**src/rtl/mc_control.sv**
```systemverilog
// mc_control: multicycle CPU control FSM (Moore decode, FETCH pc/ir writes gated by memReady); define CU_ADDI_EN to enable opcode 1000 add-immediate states
module mc_control (
    input  logic       clk,
    input  logic       reset,
    input  logic [3:0] opcode,
    input  logic       memReady,
    output logic [1:0] aoi,
    output logic       pcWrite,
    output logic       pcWriteCond,
    output logic       iorD,
    output logic       memRead,
    output logic       memWrite,
    output logic       irWrite,
    output logic       memToReg,
    output logic       regDst,
    output logic       regWrite,
    output logic       aluSrcA,
    output logic [1:0] aluSrcB,
    output logic [1:0] pcSource,
    output logic [3:0] state
);
    typedef enum logic [3:0] {
        FETCH  = 4'd0,
        DECODE = 4'd1,
        MEMADR = 4'd2,
        MEMRD  = 4'd3,
        MEMWB  = 4'd4,
        MEMWR  = 4'd5,
        EXEC   = 4'd6,
        ALUWB  = 4'd7,
        BRANCH = 4'd8,
        JUMP   = 4'd9,
        IMMEX  = 4'd10,
        IMMWB  = 4'd11
    } state_t;

    state_t cur;

    always_ff @(posedge clk) begin
        if (reset) cur <= FETCH;
        else begin
            case (cur)
                FETCH:  cur <= memReady ? DECODE : FETCH;
                DECODE: begin
                    case (opcode)
                        4'b0000:          cur <= EXEC;
                        4'b0100, 4'b0101: cur <= MEMADR;
                        4'b0110:          cur <= BRANCH;
                        4'b0111:          cur <= JUMP;
`ifdef CU_ADDI_EN
                        4'b1000:          cur <= IMMEX;
`endif
                        default:          cur <= FETCH;
                    endcase
                end
                MEMADR: cur <= (opcode == 4'b0100) ? MEMRD : MEMWR;
                MEMRD:  cur <= memReady ? MEMWB : MEMRD;
                MEMWR:  cur <= memReady ? FETCH : MEMWR;
                EXEC:   cur <= ALUWB;
                IMMEX:  cur <= IMMWB;
                default: cur <= FETCH;
            endcase
        end
    end

    always_comb begin
        state       = cur;
        memRead     = (cur == FETCH) || (cur == MEMRD);
        irWrite     = (cur == FETCH) && memReady;
        pcWrite     = ((cur == FETCH) && memReady) || (cur == JUMP);
        pcWriteCond = cur == BRANCH;
        iorD        = (cur == MEMRD) || (cur == MEMWR);
        memWrite    = cur == MEMWR;
        memToReg    = cur == MEMWB;
        regDst      = cur == ALUWB;
        regWrite    = (cur == MEMWB) || (cur == ALUWB) || (cur == IMMWB);
        aluSrcA     = (cur == MEMADR) || (cur == EXEC) || (cur == BRANCH) || (cur == IMMEX);
        aluSrcB     = (cur == FETCH) ? 2'b01 :
                      (cur == DECODE) ? 2'b11 :
                      ((cur == MEMADR) || (cur == IMMEX)) ? 2'b10 : 2'b00;
        aoi         = (cur == EXEC) ? 2'b10 : (cur == BRANCH) ? 2'b01 : 2'b00;
        pcSource    = (cur == BRANCH) ? 2'b01 : (cur == JUMP) ? 2'b10 : 2'b00;
    end
endmodule

```
**config.mk**
```make
export PLATFORM = sky130hd
export DESIGN_NAME = mc_control
export DESIGN_NICKNAME = d
export VERILOG_FILES = /design/src/rtl/mc_control.sv
export SDC_FILE = /design/constraint.sdc
export NUM_CORES = 1
export LEC_CHECK = 0
export CORE_MARGIN = 2
export CORE_UTILIZATION = 32
export CTS_CLUSTER_DIAMETER = 200
export DETAILED_ROUTE_END_ITERATION = 7
export PLACE_DENSITY = 0.73
export SLEW_MARGIN = 30
export SYNTH_ARGS = -nofsm -noshare
export SYNTH_HDL_FRONTEND = slang
export SYNTH_SLANG_ARGS = --single-unit
```
**constraint.sdc**
```tcl
create_clock -name clk -period 1.2 [get_ports clk]
set_clock_uncertainty 0.05 [all_clocks]
set_input_delay 0.24 -clock clk [delete_from_list [all_inputs] [get_ports clk]]
set_output_delay 0.24 -clock clk [all_outputs]
set_load 0.05 [all_outputs]
```
==> results of run 1 <==
cells by family after synthesis:
| logic type | after synthesis | share of synthesized area (%) |
|---|---|---|
| and+or+nand+nor | 41 | 48.2 |
| AOI/OAI and AO/OA | 15 | 20.5 |
| buffers and inverters | 6 | 6.93 |
| DFF | 4 | 17.7 |
| muxes | 2 | 4.71 |
| xor gates and xnor gates | 1 | 1.94 |
cells in the mapped netlist:
| library cell | number |
|---|---|
| nor2_1 | 11 |
| and2b_1 | 1 |
| nor4b_1 | 2 |
| o22ai_1 | 2 |
| nand2b_1 | 7 |
| dfxtp_1 | 4 |
| xnor2_1 | 1 |
| nor3_1 | 8 |
| nand3_1 | 2 |
| a211o_1 | 1 |
| buf_2 | 4 |
| or2_1 | 1 |
| a21oi_2 | 1 |
| a31oi_1 | 2 |
| clkbuf_1 | 1 |
| mux2i_1 | 1 |
| mux2_2 | 1 |
| o21bai_1 | 2 |
| nor3b_1 | 1 |
| buf_4 | 1 |
| nor2b_1 | 1 |
| and3_1 | 2 |
| nand2_1 | 4 |
| nor3_2 | 1 |
| a21oi_1 | 6 |
| o21ai_1 | 1 |
metrics by stage:
step	cells	area [sq um]	hold slack, ns
2_1_floorplan	69	644	0.257
3_3_place_gp	136	1320	0.552
==> out/metrics.cfg, run 1 <==
[floorplanning]
io_pins = 27
die-width_um = 41.6
die_height_um = 41.6
num_rows = 13
start_util_pct = 34.3

[run_status]
error = [ERROR DPL-0038] Utilization greater than 100%, impossible to legalize
status = stopped before the end
haltStage = detailed placement

[logic_synthesis]
yosysWarnings = 0
ys_types = 26
synth-seq-area-share_pct = 17.7
netlist_instances = 69
yosysTopAreaCellShare_pct = 17.7
syn_area_per_cell_sq_um = 6.55
syn_nets = 76
synth.largest_area_cell = dfxtp_1
synth_top_cells_by_area = dfxtp_1, nand2b_1, nor2_1
synth_seq_cells = 4
syn-cell-area_sq_um = 452

[placement]
gp_congestion = 0.956
portBuffers = 26

==> run 2: changes to the inputs <==
--- a/config.mk
+++ b/config.mk
@@ -5,11 +5,10 @@
 export SDC_FILE = /design/constraint.sdc
 export NUM_CORES = 1
 export LEC_CHECK = 0
-export CORE_MARGIN = 2
-export CORE_UTILIZATION = 32
-export CTS_CLUSTER_DIAMETER = 200
+export CORE_AREA = 2 2 63 65
 export DETAILED_ROUTE_END_ITERATION = 7
-export PLACE_DENSITY = 0.73
+export DIE_AREA = 0 0 65 67
+export PLACE_DENSITY_LB_ADDON = 0.15
 export SLEW_MARGIN = 30
 export SYNTH_ARGS = -nofsm -noshare
 export SYNTH_HDL_FRONTEND = slang
==> constraint.sdc (replaced) <==
create_clock -name clk -period 1.56 [get_ports clk]
set_clock_uncertainty 0.05 [all_clocks]
set_input_delay 0.312 -clock clk [delete_from_list [all_inputs] [get_ports clk]]
set_output_delay 0.312 -clock clk [all_outputs]
set_load 0.05 [all_outputs]
==> run 2 against run 1 <==
The flow now finishes, with violations (setup timing). Synthesized area unchanged. Synthesized cell count did not move.
==> out/metrics.cfg, run 2 <==
[setup_path]
cp.arrival_ns = 1.24
startpoint = state[1]$_SDFF_PP0_
worstPathRequired_ns = 1.20
r2r-start = state[0]$_SDFF_PP0_
cp_max_fo = 6
critPathCaptureType = output port
cp-start-kind = register
path_class = register to output port

[floorplanning]
die_area_sq_um = 4360
die_height_um = 67  ; +61%
start_util_pct = 12.5  ; -22 points
die-width_um = 65  ; +56%
num_rows = 22  ; +9
io_pins = 27  ; unchanged
core_area_sq_um = 3610

[timing]
worst-slew-pin-transition_ns = 0.329
setup_ws_ns = -0.0441
max_freq_mhz = 623
finalCriticalPeriod_ns = 1.60
timing.slew.headroom_pct = 78.0
rsz0062_at_grt = true
slew_viol_final = 0
finalCritPeriodShare_pct = 103
setup_viol = 8
hold-worst-slack_ns = 0.545
hold_viol_final = 0

[logic_synthesis]
synth_most_common_cell = nor2_1
synth-main-ff-cell = dfxtp_1
yosysTopAreaCellShare_pct = 17.7  ; unchanged
syn-cell-area_sq_um = 452  ; unchanged
synth.largest_area_cell = dfxtp_1
synthTopCellsByCount = nor2_1, nor3_1, nand2b_1
yosysWarnings = 0  ; unchanged
synth_seq_cells = 4  ; unchanged
synth_edf_count = 0  ; unchanged
ys_async_sr_fraction_pct = 0  ; unchanged
syn_nets = 76  ; unchanged
syn_area_per_cell_sq_um = 6.55  ; unchanged
ys_types = 26  ; unchanged
synth-seq-area-share_pct = 17.7  ; unchanged
synth_top_cells_by_area = dfxtp_1, nand2b_1, nor2_1
netlist_instances = 69  ; unchanged

[clocking]
cts_max_level = 1
cts_tree = done
cts.clk_slew.worst_paths_ns = 0.03
clk-insertion-delay-late_ns = 0.22
cts-buffers-inserted = 3
clock_tree.root_cell = clkbuf_8
ctsHoldBuffers = 0
clock_sink_count = 4
clockBufferDepth = 2

[final_layout]
mostFrequentLayoutCells = buf_4, buf_12, buf_6
multiInputGateArea_sq_um = 538
fill_cells = 359
final_layout_size_suffix_gt1_share_pct = 72.0
fin_nets = 134
largest_reg_flops = 4
seqCellArea_sq_um = 95.1
antennaDiodeCount = 0
final_common_cell = buf_4
fin_util_pct = 41.0
area_delta_synth_final_pct = 227

[hold_path]
min-delay-start = state[3]$_SDFF_PP0_
worstHoldPathType = register to register

[run_status]
violations = setup timing
status = complete, but fails checks

[detailed_routing]
wl_per_cell_um = 12.9
num_vias = 741
met3_length_um = 146
wirelength_mm = 2.24
wl_met2_mm = 1.15
drtPass1Iterations = 4
final_antenna_net_count = 0
avgViaCountPerCell = 4.28
drcViolationCount = 0
dr.max_layer_used = met4
dr.first_iter.drc_count = 20
wl_met1_um = 908

[grt]
grt_max_degree = 8
track_usage_pct = 11.9
overflow = 0
grt_pass1_wl_mm = 3.86
first_global_vias = 787
antenna_found_initial = 0

[pwr]
leakagePower_nw = 0.550
peakVddDrop_mv = 0.222
p_per_area_nw_per_um2 = 440

[placement]
place_hpwl_mm = 1.40
gp_congestion = 0.845  ; -12%
dp_slack_ns = -0.133
portBuffers = 26  ; unchanged

[job]
drv_cap = 0

## run 2: layout make-up
cell class	count	area share (%)
tap	48	4.06
timing repair buffer	59	50.3
clock buffer	3	2.79
sequential	4	6.44
multi-input combinational	59	36.4
## run 2: worst paths after layout
path | to | slack, ns | depth (start not counted)
worst max-delay path | pcWrite | -0.04 | 4
worst min-delay path | state[2]$_SDFF_PP0_ | 0.54 | 2
worst max register to register | state[2]$_SDFF_PP0_ | 0.09 | 6
worst min register to register | state[2]$_SDFF_PP0_ | 0.54 | 2
## run 2: per-stage QoR
step	setup TNS [ns]	instance area [sq um]	total power, mW	instances
floorplan	-0.638	638	0.267	69
global placement	-0.257	1180	0.380	150
detailed placement	-0.321	1180	0.381	150
CTS	-0.269	1420	0.639	171
global route	-0.651	1480	0.683	173
finish	-0.228	1480	0.650	173
## run 2: logic make-up (layout without fill, tap and decap cells)
| logic type | count (synthesis) | after routing | share of synthesized area (%) |
|---|---|---|---|
| DFF | 4 | 4 | 17.7 |
| xor gates and xnor gates | 1 | 1 | 1.94 |
| AOI/OAI and AO/OA | 15 | 15 | 20.5 |
| and+or+nand+nor | 41 | 41 | 48.2 |
| muxes | 2 | 2 | 4.71 |
| buffers and inverters | 6 | 62 | 6.93 |
## run 2: what timing repair did
action,in CTS,in global routing
pin swaps,9,2
setup buffers,18,2
gates resized for setup,18,11
endpoints found under the setup margin,13,13
## run 2: critical path, stage by stage, from the launching register on
cell	delay [ns]
dfxtp_4	0.38
nand2b_4	0.21
nor2_4	0.04
or2_4	0.25
buf_12	0.15
## run 2: power breakdown
group / switching [mW] / internal, mW
sequential: 0.00916 / 0.102
combinational: 0.156 / 0.159
clock: 0.0591 / 0.165
total: 0.224 / 0.426
## run 2: layer usage
metal | track usage, % | vias up
met5 | 0 | -
met4 | 5.32 | 0
met3 | 3.72 | 5
met2 | 21.1 | 29
met1 | 12.8 | 344
li1 | - | 363
No activity file was read; power rests on OpenSTA's default activity.
